$ cat config.mk
export PLATFORM = sky130hd
export DESIGN_NAME = alu_share_arb
export DESIGN_NICKNAME = d
export VERILOG_FILES = /design/src/rtl/alu_share_arb.sv
export SDC_FILE = /design/constraint.sdc
export NUM_CORES = 1
export LEC_CHECK = 0
export CAP_MARGIN = 20
export CELL_PAD_IN_SITES_DETAIL_PLACEMENT = 1
export CELL_PAD_IN_SITES_GLOBAL_PLACEMENT = 2
export CORE_ASPECT_RATIO = 0.6
export CORE_MARGIN = 3
export CORE_UTILIZATION = 11
export DETAILED_ROUTE_END_ITERATION = 7
export HOLD_SLACK_MARGIN = 0.08
export PLACE_DENSITY_LB_ADDON = 0.1
export SYNTH_ARGS = -nofsm -noshare
export SYNTH_HDL_FRONTEND = slang
export SYNTH_SLANG_ARGS = --single-unit
$ cat constraint.sdc
create_clock -name clk_i -period 1.7 [get_ports clk_i]
set_input_delay 0.17 -clock clk_i [delete_from_list [all_inputs] [get_ports clk_i]]
set_output_delay 0.17 -clock clk_i [all_outputs]
set_load 0.03 [all_outputs]
$ cat src/rtl/alu_share_arb.sv
// Shares one combinational ALU between NrPorts requesters and registers the chosen result with port and trans_id tags.
// Latency: a grant in cycle N shows up as res_valid_o in cycle N+1; one operation per cycle while res_ready_i stays high.
// Backpressure: a full result register with res_ready_i low, or flush_i, zeroes every req_ready_o. Macro ALU_SHARE_ARB_RR_EN selects round-robin; undefined gives fixed priority.

package alu_share_arb_pkg;
    typedef struct packed {
        int unsigned XLEN;
        int unsigned TRANS_ID_BITS;
    } cva6_cfg_t;

    localparam int unsigned XLEN          = 32;
    localparam int unsigned TRANS_ID_BITS = 3;

    localparam cva6_cfg_t cva6_cfg_empty = '{XLEN: XLEN, TRANS_ID_BITS: TRANS_ID_BITS};

    typedef enum logic [3:0] {
        ALU_ADD = 4'd0,
        ALU_SUB = 4'd1,
        ALU_EQ  = 4'd2,
        ALU_NE  = 4'd3
    } fu_op_t;

    typedef struct packed {
        fu_op_t                   operation;
        logic [XLEN-1:0]          operand_a;
        logic [XLEN-1:0]          operand_b;
        logic [XLEN-1:0]          imm;
        logic [TRANS_ID_BITS-1:0] trans_id;
    } fu_data_t;
endpackage

module alu_share_arb
    import alu_share_arb_pkg::*;
#(
    parameter cva6_cfg_t   CVA6Cfg = cva6_cfg_empty,
    parameter int unsigned NrPorts = 2,
    localparam int unsigned PortW  = $clog2(NrPorts)
) (
    input  logic                             clk_i,
    input  logic                             rst_ni,
    input  logic                             flush_i,
    input  logic [NrPorts-1:0]               req_valid_i,
    output logic [NrPorts-1:0]               req_ready_o,
    input  fu_data_t [NrPorts-1:0]           req_data_i,
    output fu_data_t                         alu_data_o,
    input  logic [CVA6Cfg.XLEN-1:0]          alu_result_i,
    input  logic                             alu_branch_res_i,
    output logic                             res_valid_o,
    input  logic                             res_ready_i,
    output logic [CVA6Cfg.XLEN-1:0]          res_data_o,
    output logic                             res_branch_o,
    output logic [CVA6Cfg.TRANS_ID_BITS-1:0] res_trans_id_o,
    output logic [PortW-1:0]                 res_port_o
);

    logic                             r_vld;
    logic [CVA6Cfg.XLEN-1:0]          r_data;
    logic                             r_branch;
    logic [CVA6Cfg.TRANS_ID_BITS-1:0] r_tid;
    logic [PortW-1:0]                 r_port;

    logic                             w_can_accept;
    logic                             w_found;
    logic                             w_grant;
    logic [PortW-1:0]                 w_gnt_idx;
    logic [PortW-1:0]                 w_sel_idx;

    // A slot is free when empty or being drained this cycle; flush blocks all grants.
    assign w_can_accept = (!r_vld || res_ready_i) && !flush_i;
    assign w_grant      = w_can_accept && w_found;

`ifdef ALU_SHARE_ARB_RR_EN
    logic [PortW-1:0] r_rr;

    // Round-robin search: ports at or above the pointer first, then wrap to the low ports.
    always_comb begin
        w_found   = 1'b0;
        w_gnt_idx = '0;
        for (int unsigned p = 0; p < NrPorts; p++) begin
            if (!w_found && req_valid_i[PortW'(p)] && (PortW'(p) >= r_rr)) begin
                w_found   = 1'b1;
                w_gnt_idx = PortW'(p);
            end
        end
        for (int unsigned p = 0; p < NrPorts; p++) begin
            if (!w_found && req_valid_i[PortW'(p)]) begin
                w_found   = 1'b1;
                w_gnt_idx = PortW'(p);
            end
        end
    end

    // Idle ALU input follows the pointer port so the operand bus stays quiet.
    assign w_sel_idx = w_grant ? w_gnt_idx : r_rr;

    // Pointer advances past the winner only when a grant is actually made.
    always_ff @(posedge clk_i or negedge rst_ni) begin
        if (!rst_ni) begin
            r_rr <= '0;
        end else if (w_grant) begin
            r_rr <= (w_gnt_idx == PortW'(NrPorts - 1)) ? '0 : w_gnt_idx + 1'b1;
        end
    end
`else
    // Fixed priority: the lowest-index valid port wins.
    always_comb begin
        w_found   = 1'b0;
        w_gnt_idx = '0;
        for (int unsigned p = 0; p < NrPorts; p++) begin
            if (!w_found && req_valid_i[PortW'(p)]) begin
                w_found   = 1'b1;
                w_gnt_idx = PortW'(p);
            end
        end
    end

    assign w_sel_idx = w_grant ? w_gnt_idx : '0;
`endif

    assign alu_data_o = req_data_i[w_sel_idx];

    // One-hot accept toward the winning requester, all-zero otherwise.
    always_comb begin
        req_ready_o = '0;
        if (w_grant) begin
            req_ready_o[w_gnt_idx] = 1'b1;
        end
    end

    // Result register: load on grant, otherwise drop valid on handoff or flush.
    always_ff @(posedge clk_i or negedge rst_ni) begin
        if (!rst_ni) begin
            r_vld    <= 1'b0;
            r_data   <= '0;
            r_branch <= 1'b0;
            r_tid    <= '0;
            r_port   <= '0;
        end else if (w_grant) begin
            r_vld    <= 1'b1;
            r_data   <= alu_result_i;
            r_branch <= alu_branch_res_i;
            r_tid    <= req_data_i[w_gnt_idx].trans_id;
            r_port   <= w_gnt_idx;
        end else if (res_ready_i || flush_i) begin
            r_vld    <= 1'b0;
        end
    end

    assign res_valid_o    = r_vld;
    assign res_data_o     = r_data;
    assign res_branch_o   = r_branch;
    assign res_trans_id_o = r_tid;
    assign res_port_o     = r_port;

endmodule
### After elaboration in Yosys (flattened, before gate mapping)

Index checks and enable logic that the tools add are counted.
Widths: inputs -> output; s select.

* word-level logic and storage cells: 31
* output and inout bits: 143
* bits in registers: 38
* input bits: 245

* mux-type cells: 13
* magnitude comparators: 3
* reductions and logical operators: 10

Operators with widths (number)
* $mux 103: 2
* $mux 1: 7
* $mux 3: 2
* $logic_and 1x1->1: 4
* $lt 1x2->1 const B: 2
* $logic_not 1->1: 3
* $logic_or 1x1->1: 2
* $mux 2: 1
* $reduce_bool 2->1: 1
* $demux 1 s1: 1
* $ge 1x1->1 const B: 1

### Longest topological paths before layout

Gate-level depths: netlist (run 1).

* depth after elaboration: 9
* gate-level depth with buffers: 5
* gate-level depth less buffers: 3

### Least setup slack after synthesis (run 1)

No wires, ideal clock.

* path type: register -> output
* start point: register r_vld (netlist: res_valid_o)
* end point: output port alu_data_o[39] in the netlist's numbering
* buffers on the path: 2
* required time: 1.530 ns
* cell stages (with the launch flop): 6
* arrival: 1.695 ns
* slack: -0.165 ns
* cells stage by stage: dfrtp_1 -> nor2b_2 -> nor3_4 -> buf_4 -> buf_4 -> mux2_1

RTL lines
* from (decl): line 56 `logic r_vld;`
* from (signal assigned): line 133 `r_vld <= 1'b0;`
* from (signal assigned): line 139 `r_vld <= 1'b1;`
* from (signal assigned): line 145 `r_vld <= 1'b0;`
* to (decl): line 45 `output fu_data_t alu_data_o,`

==> flow_summary.json, run 1 <==
{
  "power_report.internal_total_w": 0.00319,
  "nets_finish": 881,
  "max_slew.worst_pin.slew_ns": 0.514,
  "port_buffers": 387,
  "worstPathRequired_ns": 1.53,
  "cp_data_arrival_time_ns": 1.99,
  "drt-total-wl_um": 22700,
  "antenna_found_initial": 2,
  "cts_buffers": 5,
  "floorplan.initialDensity_pct": 11.5,
  "post_synth_inst_count": 204,
  "static-leakage-power_nw": 3.44,
  "vdd_ir_drop_max_mv": 0.411,
  "drive_gt1_share_pct": 49.1,
  "clock_tree.root_cell": "sky130_fd_sc_hd__clkbuf_16",
  "cts-htree-levels": 2,
  "grt_start_max_net_pins": 37,
  "postPlaceCellArea_mm2": 0.00711,
  "routedWlPerCell_um": 23.8,
  "layoutNonFillerInstCount": 954,
  "failed_checks": "negative setup slack",
  "critPathCaptureType": "output pin",
  "p_comb_share_pct": 57.1,
  "minimum_setup_slack_in_the_final_design_ns": -0.459,
  "groute.usage.overall_pct": 15.1,
  "postRouteAntennaNets": 0,
  "finalClockSkew_ns": 0.00422,
  "final-max-slew-violation-count": 0,
  "tritoncts": "yes",
  "met3_length_um": 1490,
  "yosysSeqAreaShare_pct": 34.8,
  "syn2layout_area_growth_pct": 203,
  "number_of_global_route_vias_before_repair": 3823,
  "design.die.area_mm2": 0.0268,
  "die_y_um": 128,
  "number_of_vias_in_the_routed_layout": 3538,
  "cp_max_fo": 5,
  "num_rows": 43,
  "setup-violations-final": 105,
  "fillCellCount": 2570,
  "switching_power_w": 0.00169,
  "clock_group_share_of_total_power_pct": 19.7,
  "grt_remaining_overflow": 0,
  "worstSetupPathType": "input port to output pin",
  "clkSlewWorstSetupHoldPaths_ns": 0.06,
  "core_area_mm2": 0.0237,
  "share_seq_of_total_power_pct": 23.2,
  "total_power_divided_by_cell_area_mw_per_mm2": 590,
  "hpwl_reported_at_the_end_of_detailed_placement_um": 18700,
  "clk_path_buf_depth": 2,
  "synth-warning-count": 0,
  "synth.cell_area_mm2": 0.00273,
  "dpl.cell_count": 911,
  "timing.max_cap.violations": 0,
  "final_core_util_pct": 34.8,
  "clk-insertion-delay-late_ns": 0.28,
  "final_cell_area_mm2": 0.00826,
  "final_min_period_over_clock_period_pct": 127,
  "rsz0062_at_grt": "true",
  "hold_class": "input port to flop",
  "avgViaCountPerCell": 3.71,
  "clock-sinks": 38,
  "place_worst_setup_slack_ns": -0.800,
  "yosys.area.top_type": "sky130_fd_sc_hd__mux2_2",
  "synth.ff_latch_count": 38,
  "report.final.hold_viol_count": 0,
  "routedLengthMet1_um": 9470,
  "synth.lib_cells_used.distinct": 13,
  "top_routing_layer_in_use": "met4",
  "achievable-frequency_mhz": 463,
  "grt_pass1_wl_um": 29400,
  "detail_route.drc_violations": 0,
  "outcome": "complete, but fails checks",
  "period_minus_slack_ns": 2.16,
  "drt_iter0_markers": 95,
  "timing.max_slew.rel_slack_pct": 65.8,
  "cp-start-kind": "input port",
  "post_synth_main_area_contributors": "sky130_fd_sc_hd__mux2_2 38%, sky130_fd_sc_hd__dfrtp_1 35%, sky130_fd_sc_hd__mux2_1 21%",
  "drt_pass1_iterations": 4,
  "mappedNetlistNets": 449,
  "globalplace.congestion": 0.854,
  "synth_area_per_cell_um2": 13.4,
  "met2RoutedLength_um": 11400,
  "swShare_pct": 34.7,
  "num_io_pins": 388,
  "die_w_um": 209,
  "yosysTopAreaCellShare_pct": 38.0
}
cells by family after synthesis:
kind of cell / count (synthesis) / share of synthesized area [%]
muxes: 142 / 58.6
and+or+nand+nor: 8 / 2.75
buffers and inverters: 15 / 3.53
DFF: 38 / 34.8
AOI/OAI and AO/OA: 1 / 0.275
layout make-up:
| type | instances | area (um^2) | area share (%) |
|---|---|---|---|
| Timing Repair Buffer | 439 | 4760 | 57.6 |
| Multi-Input combinational cell | 151 | 1990 | 24.1 |
| Sequential cell | 38 | 952 | 11.5 |
| Tap cell | 315 | 394 | 4.77 |
| Clock buffer | 6 | 139 | 1.68 |
| Clock inverter | 2 | 12.5 | 0.151 |
| Antenna cell | 2 | 5.00 | 0.0606 |
| Inverter | 1 | 3.75 | 0.0454 |
synthesized netlist by cell type:
cell,instances
sky130_fd_sc_hd__buf_4,9
sky130_fd_sc_hd__nor3b_1,1
sky130_fd_sc_hd__buf_2,5
sky130_fd_sc_hd__o21bai_1,1
sky130_fd_sc_hd__nor3_1,1
sky130_fd_sc_hd__nor2_1,2
sky130_fd_sc_hd__mux2_2,92
sky130_fd_sc_hd__mux2_1,50
sky130_fd_sc_hd__nor2b_2,1
sky130_fd_sc_hd__dfrtp_1,38
sky130_fd_sc_hd__inv_1,1
sky130_fd_sc_hd__nand2b_4,1
sky130_fd_sc_hd__nor3_4,2
repair_timing:
item / CTS / global route
endpoints found under the hold margin: 21 / 0
gates resized for setup: 270 / 58
cloned: 3 / 10
hold buffers: 1 / 0
setup buffers: 15 / 7
pin swaps: 1 / 2
setup endpoints to repair: 104 / 132
cell usage in the layout, fill, tap and decap left out, types with 5 or more instances in the layout:
cell type and instances:
sky130_fd_sc_hd__clkdlybuf4s50_1 280, sky130_fd_sc_hd__buf_6 88, sky130_fd_sc_hd__mux2_4 79, sky130_fd_sc_hd__mux2_2 63
sky130_fd_sc_hd__dfrtp_1 37, sky130_fd_sc_hd__clkdlybuf4s15_2 21, sky130_fd_sc_hd__buf_4 20, sky130_fd_sc_hd__clkbuf_16 12
sky130_fd_sc_hd__buf_12 12, sky130_fd_sc_hd__buf_8 5
critical path: stages:
cell and delay, ns:
sky130_fd_sc_hd__clkdlybuf4s50_1 0.43, sky130_fd_sc_hd__nand2b_4 0.17, sky130_fd_sc_hd__nor3_4 0.16, sky130_fd_sc_hd__buf_6 0.18
sky130_fd_sc_hd__buf_8 0.15, sky130_fd_sc_hd__buf_8 0.13, sky130_fd_sc_hd__clkbuf_16 0.15, sky130_fd_sc_hd__mux2_4 0.30
sky130_fd_sc_hd__buf_6 0.14
metrics by stage:
step	setup TNS, ns	hold WS, ns	total power, W
2_1_floorplan	-0.520	-0.126	0.00230
5_1_grt	-47.51	0.411	0.00511
3_5_place_dp	-68.75	0.175	0.00367
6_report	-40.26	0.366	0.00488
4_1_cts	-47.09	0.407	0.00486
3_3_place_gp	-65.63	0.168	0.00365
metal layers:
metal | vias up | global-route usage, %
met2 | 154 | 26.5
met5 | - | 0
li1 | 1631 | -
met4 | 0 | 3.03
met3 | 13 | 4.26
met1 | 1740 | 18.7
power groups by stage:
stage	sequential (W)	clock, W	combinational, W
2_1_floorplan	0.00144	0	0.000862
3_3_place_gp	0.00114	0	0.00251
3_5_place_dp	0.00115	0	0.00252
4_1_cts	0.00113	0.00102	0.00271
5_1_grt	0.00115	0.00105	0.00291
6_report	0.00113	0.000963	0.00278
final timing paths:
path / startpoint / to / slack, ns / cells after the start
max reg2reg: res_valid_o / res_data_o[11] / 0 / 6
max in group asynchronous: rst_ni / res_valid_o / 0.64 / 3
min in group asynchronous: rst_ni / res_data_o[16] / 0.39 / 2
min: req_valid_i[1] / res_valid_o / 0.37 / 4
max: req_valid_i[0] / alu_data_o[75] / -0.46 / 9
min reg2reg: res_data_o[5] / res_data_o[5] / 0.51 / 1
registers in the layout, indices dropped and copies added, names as in the netlist:
register	flops
res_valid_o	1
res_port_o	1
res_branch_o	1
res_trans_id_o	3
res_data_o	32
No activity file was read; power rests on OpenSTA's default activity.
==> run 2: changes to the inputs <==
--- a/config.mk
+++ b/config.mk
@@ -13,7 +13,7 @@
 export CORE_UTILIZATION = 11
 export DETAILED_ROUTE_END_ITERATION = 7
 export HOLD_SLACK_MARGIN = 0.08
-export PLACE_DENSITY_LB_ADDON = 0.1
+export PLACE_DENSITY = 0.8
 export SYNTH_ARGS = -nofsm -noshare
 export SYNTH_HDL_FRONTEND = slang
 export SYNTH_SLANG_ARGS = --single-unit
==> run 2 against run 1 <==
Via count is 1.2% lower. Critical endpoint is now alu_data_o[87]. Hold slack worse by 0.16 ns. Die area stayed put. Utilization is 0.31 points higher. Design area is 0.88% higher. Non-clock buffer count is 1 higher. Final cell count is 0.10% higher. First-iteration DRC count is 21% higher. Sequential power hardly changed. The flow still finishes with violations (negative setup slack). Critical path type is now flop to output pin. Highest routed layer unchanged.
==> flow_summary.json, run 2 (synthesis results as in run 1) <==
{
  "worst_hold_endpoint": "res_valid_o",
  "cp_max_fo": 8,
  "largest_register_ff_count": 32,
  "num_io_pins": 388,
  "critPathCaptureType": "output pin",
  "max_slew.worst_pin.slew_ns": 0.388,
  "outcome": "complete, but fails checks",
  "minimum_setup_slack_in_the_final_design_ns": -0.456,
  "rsz0062_at_grt": "true",
  "final_core_util_pct": 35.1,
  "worst_hold_path.num_cells": 3,
  "hold_class": "input port to flop",
  "cts_buffers": 5,
  "grt_pass1_wl_um": 28800,
  "die_y_um": 128,
  "postRouteAntennaNets": 0,
  "drive_gt1_share_pct": 49.1,
  "vdd_ir_drop_max_mv": 0.340,
  "worstPathRequired_ns": 1.53,
  "most_frequent_standard_cell_in_the_layout_excluding_fill_and_tap_cells": "sky130_fd_sc_hd__clkdlybuf4s50_1",
  "worstSetupPathType": "flop to output pin",
  "design.die.area_mm2": 0.0268,
  "report.final.hold_viol_count": 0,
  "clock_tree.root_cell": "sky130_fd_sc_hd__clkbuf_16",
  "die_w_um": 209,
  "timing.max_cap.violations": 0,
  "share_seq_of_total_power_pct": 22.5,
  "setup-violations-final": 104,
  "clock_group_share_of_total_power_pct": 21.4,
  "global_route_track_usage_on_met1_pct": 18.5,
  "reg2reg_slack_ns": 0.03,
  "clk-insertion-delay-late_ns": 0.28,
  "antenna_found_initial": 2,
  "drt-total-wl_um": 21400,
  "hold_path_startpoint": "req_valid_i[0]",
  "clkSlewWorstSetupHoldPaths_ns": 0.06,
  "clock-sinks": 38,
  "cts-htree-levels": 2,
  "p_comb_share_pct": 56.1,
  "syn2layout_area_growth_pct": 205,
  "routedWlPerCell_um": 22.4,
  "period_minus_slack_ns": 2.16,
  "timing.max_slew.rel_slack_pct": 74.1,
  "failed_checks": "negative setup slack",
  "gr-usage-met3_pct": 2.86,
  "num_rows": 43,
  "final_min_period_over_clock_period_pct": 127,
  "gr-usage-met2_pct": 26.7,
  "critical_path.reg2reg.startpoint": "res_valid_o",
  "grt_start_max_net_pins": 25,
  "power_report.internal_total_w": 0.00331,
  "core_area_mm2": 0.0237,
  "swShare_pct": 34.1,
  "number_of_global_route_vias_before_repair": 3873,
  "detail_route.drc_violations": 0,
  "globalplace.congestion": 0.798,
  "tritoncts": "yes",
  "switching_power_w": 0.00171,
  "mostFrequentLayoutCells": "279 x sky130_fd_sc_hd__clkdlybuf4s50_1, 111 x sky130_fd_sc_hd__buf_6, 101 x sky130_fd_sc_hd__mux2_4",
  "nets_finish": 882,
  "cp-start-kind": "flop",
  "avgViaCountPerCell": 3.66,
  "final-max-slew-violation-count": 0,
  "drt_iter0_markers": 115,
  "number_of_vias_in_the_routed_layout": 3497,
  "static-leakage-power_nw": 3.55,
  "total_power_divided_by_cell_area_mw_per_mm2": 603,
  "clk_path_buf_depth": 2,
  "drt_pass1_iterations": 4,
  "worst_r2r_path_depth": 6,
  "floorplan.initialDensity_pct": 11.5,
  "cp_data_arrival_time_ns": 1.99,
  "fin_total_pwr_w": 0.00503,
  "hpwl_reported_at_the_end_of_detailed_placement_um": 17600,
  "achievable-frequency_mhz": 464,
  "grt_remaining_overflow": 0,
  "final.hold.worst_slack_ns": 0.205,
  "groute.usage.overall_pct": 14.6,
  "finalClockSkew_ns": 0.00597,
  "port_buffers": 387,
  "grt_busiest_layer": "met2",
  "worst_r2r_end": "res_data_o[11]"
}
-- run 2: worst max path at each step --
| stage | startpoint | end | depth (start not counted) |
|---|---|---|---|
| floorplan | res_valid_o | alu_data_o[59] | 5 |
| CTS | res_valid_o | alu_data_o[24] | 8 |
| detailed placement | req_valid_i[0] | alu_data_o[10] | 7 |
| global route | res_valid_o | alu_data_o[87] | 8 |
| global placement | req_valid_i[1] | alu_data_o[8] | 7 |
| finish | res_valid_o | alu_data_o[87] | 8 |
-- run 2: timing repair --
item,in CTS,in global routing
setup buffers,19,7
hold buffers,1,0
cloned,5,2
pin swaps,1,2
resized for setup,459,21
endpoints found under the hold margin,14,0
setup endpoints to repair,104,107
-- run 2: area by class of cell --
type                       count  area, um^2
timing repair buffer         440        4750
clock buffer                   5         125
fill                        2540       15400
sequential                    38         952
inverter                       1        3.75
clock inverter                 3        40.0
antenna                        2        5.00
tap                          315         394
multi-input combinational    151        2070
-- run 2: layer usage --
metal | up-vias | wire (um)
met5 | - | 0
met4 | 0 | 126
met3 | 8 | 951
met2 | 120 | 11300
met1 | 1743 | 9010
li1 | 1626 | -
-- run 2: stage by stage --
stage | area [um^2] | setup TNS [ns] | setup slack [ns] | cells
after CTS | 8250 | -46.19 | -0.533 | 949
after detailed placement | 7250 | -70.43 | -0.866 | 916
after floorplan | 2940 | -0.520 | -0.0173 | 204
final | 8330 | -39.14 | -0.456 | 955
after global routing | 8330 | -46.06 | -0.509 | 955
after global placement | 7250 | -66.98 | -0.821 | 916
-- run 2: critical path, cell delays in order, from the launching register on --
cell,delay (ns)
sky130_fd_sc_hd__dfrtp_2,0.40
sky130_fd_sc_hd__nor2b_4,0.13
sky130_fd_sc_hd__nor3_4,0.12
sky130_fd_sc_hd__buf_6,0.13
sky130_fd_sc_hd__buf_12,0.16
sky130_fd_sc_hd__buf_12,0.14
sky130_fd_sc_hd__buf_12,0.11
sky130_fd_sc_hd__mux2_4,0.34
sky130_fd_sc_hd__buf_6,0.15
-- run 2: power by group through the flow --
stage / clock network [W] / logic [W] / registers, W
after global routing: 0.00117 / 0.00293 / 0.00115
after floorplan: 0 / 0.000862 / 0.00144
after global placement: 0 / 0.00254 / 0.00114
final: 0.00108 / 0.00282 / 0.00113
after detailed placement: 0 / 0.00255 / 0.00115
after CTS: 0.00111 / 0.00281 / 0.00113
==> run 3: changes to the inputs <==
--- a/config.mk
+++ b/config.mk
@@ -13,7 +13,8 @@
 export CORE_UTILIZATION = 11
 export DETAILED_ROUTE_END_ITERATION = 7
 export HOLD_SLACK_MARGIN = 0.08
-export PLACE_DENSITY = 0.8
+export MAX_ROUTING_LAYER = met4
+export PLACE_DENSITY = 0.75
 export SYNTH_ARGS = -nofsm -noshare
 export SYNTH_HDL_FRONTEND = slang
 export SYNTH_SLANG_ARGS = --single-unit
==> run 3 against run 2 <==
The flow still finishes with violations (negative setup slack). Non-clock buffer count up 3. Sequential share of layout area up 0.36 points. Clock-buffer cell count unchanged. Utilization down 1.1 points. Critical path depth up 1.
==> flow_summary.json, run 3 (synthesis results as in run 1) <==
{
  "largest_register_ff_count": 32,
  "core_area_mm2": 0.0237,
  "critical_path.cell_chain": "clkdlybuf4s50_1 -> nand2b_4 -> nor3_4 -> buf_6 -> buf_12 -> buf_12 -> buf_4 -> mux2_4 -> buf_6",
  "critPathCaptureType": "output pin",
  "place_worst_setup_slack_ns": -0.825,
  "avgViaCountPerCell": 3.68,
  "cp-start-kind": "input port",
  "minimum_setup_slack_in_the_final_design_ns": -0.444,
  "final.hold.worst_slack_ns": 0.390,
  "setup-violations-final": 104,
  "rsz0062_at_grt": "true",
  "die_w_um": 209,
  "grt_start_max_net_pins": 37,
  "num_rows": 43,
  "number_of_global_route_vias_before_repair": 3979,
  "fin_total_pwr_w": 0.00508,
  "cp_data_arrival_time_ns": 1.97,
  "clk_path_buf_depth": 2,
  "globalplace.congestion": 0.895,
  "groute.usage.overall_pct": 13.6,
  "grt_remaining_overflow": 0,
  "final_min_period_over_clock_period_pct": 126,
  "antenna_found_initial": 1,
  "num_io_pins": 388,
  "top_routing_layer_in_use": "met4",
  "clkSlewWorstSetupHoldPaths_ns": 0.06,
  "met3_length_um": 991,
  "final_core_util_pct": 34.1,
  "postRouteAntennaNets": 0,
  "drt_iter0_markers": 65,
  "cts_buffers": 5,
  "die_y_um": 128,
  "grt_pass1_wl_um": 26700,
  "worstPathRequired_ns": 1.53,
  "vdd_ir_drop_max_mv": 0.373,
  "area.sequential_um2": 952,
  "tritoncts": "yes",
  "routedLengthMet1_um": 8030,
  "drt-total-wl_um": 19800,
  "multiInputGateArea_mm2": 0.00198,
  "timing.max_cap.violations": 0,
  "clk-insertion-delay-late_ns": 0.28,
  "hpwl_reported_at_the_end_of_detailed_placement_um": 16600,
  "critical_path.max_stage_delay_ns": 0.44,
  "design.die.area_mm2": 0.0268,
  "clock_tree.root_cell": "sky130_fd_sc_hd__clkbuf_16",
  "detail_route.drc_violations": 0,
  "mostFrequentLayoutCells": "279 x sky130_fd_sc_hd__clkdlybuf4s50_1, 82 x sky130_fd_sc_hd__buf_6, 76 x sky130_fd_sc_hd__mux2_4",
  "cts-htree-levels": 2,
  "drive_gt1_share_pct": 49.6,
  "hold_class": "input port to flop",
  "max_slew.worst_pin.slew_ns": 0.737,
  "met2RoutedLength_um": 10600,
  "period_minus_slack_ns": 2.14,
  "finalClockSkew_ns": 0.00439,
  "cp_max_fo": 12,
  "report.final.hold_viol_count": 0,
  "clock-sinks": 38,
  "nets_finish": 885,
  "worstSetupPathType": "input port to output pin",
  "most_frequent_standard_cell_in_the_layout_excluding_fill_and_tap_cells": "sky130_fd_sc_hd__clkdlybuf4s50_1",
  "total_power_divided_by_cell_area_mw_per_mm2": 629,
  "achievable-frequency_mhz": 466,
  "floorplan.initialDensity_pct": 11.5,
  "number_of_vias_in_the_routed_layout": 3522,
  "static-leakage-power_nw": 3.42,
  "timing.max_slew.rel_slack_pct": 50.9,
  "port_buffers": 387,
  "final-max-slew-violation-count": 0,
  "cp_slowest_cell": "sky130_fd_sc_hd__clkdlybuf4s50_1",
  "fillCellCount": 2595,
  "routedWlPerCell_um": 20.7,
  "drt_pass1_iterations": 4,
  "syn2layout_area_growth_pct": 196,
  "outcome": "complete, but fails checks",
  "failed_checks": "negative setup slack"
}
-- run 3: layout make-up --
type                            count  area share [%]
Tap cell                          315            4.88
Inverter                            1          0.0465
Timing Repair Buffer              443            56.4
Sequential cell                    38            11.8
Clock buffer                        5            1.55
Antenna cell                        1          0.0310
Clock inverter                      3           0.852
Multi-Input combinational cell    151            24.5
-- run 3: per-stage QoR --
stage / TNS, ns / cells / instance area (um^2)
finish: -39.72 / 957 / 8080
detailed placement: -69.22 / 910 / 7200
global route: -45.47 / 957 / 8080
floorplan: -0.520 / 204 / 2940
global placement: -64.71 / 910 / 7200
CTS: -36.83 / 943 / 7820
-- run 3: routing by layer --
layer	GRT usage (%)	up-vias
li1	-	1635
met1	16.0	1751
met2	24.1	122
met3	2.81	14
met4	2.56	0
met5	-	-
-- run 3: worst paths after layout --
kind | slack [ns] | depth (start not counted) | to | start
setup / recovery | -0.44 | 9 | alu_data_o[42] | req_valid_i[0]
hold / removal | 0.39 | 3 | res_valid_o | req_valid_i[1]
setup reg to reg | 0.07 | 5 | res_data_o[4] | res_valid_o
hold reg to reg | 0.51 | 1 | res_data_o[27] | res_data_o[27]
max in group asynchronous | 0.61 | 3 | res_data_o[1] | rst_ni
min in group asynchronous | 0.50 | 2 | res_data_o[26] | rst_ni
-- run 3: where the power goes --
part,switching [W],total [W],internal [W]
Clock,0.000394,0.00124,0.000844
Combinational,0.00122,0.00271,0.00149
Sequential,0.0000776,0.00113,0.00105
-- run 3: critical path: cells and delay by family --
kind | cells | cell delay [ns]
AND/OR/NAND/NOR | 2 | 0.39
buffers and inverters | 6 | 1.12
multiplexers | 1 | 0.30
-- run 3: timing repair --
item,CTS,global route
buffers inserted,20,12
pin swaps,0,1
gates cloned,4,4
endpoints found under the hold margin,30,0
endpoints found under the setup margin,104,105
resized for setup,431,44
hold buffers,1,0
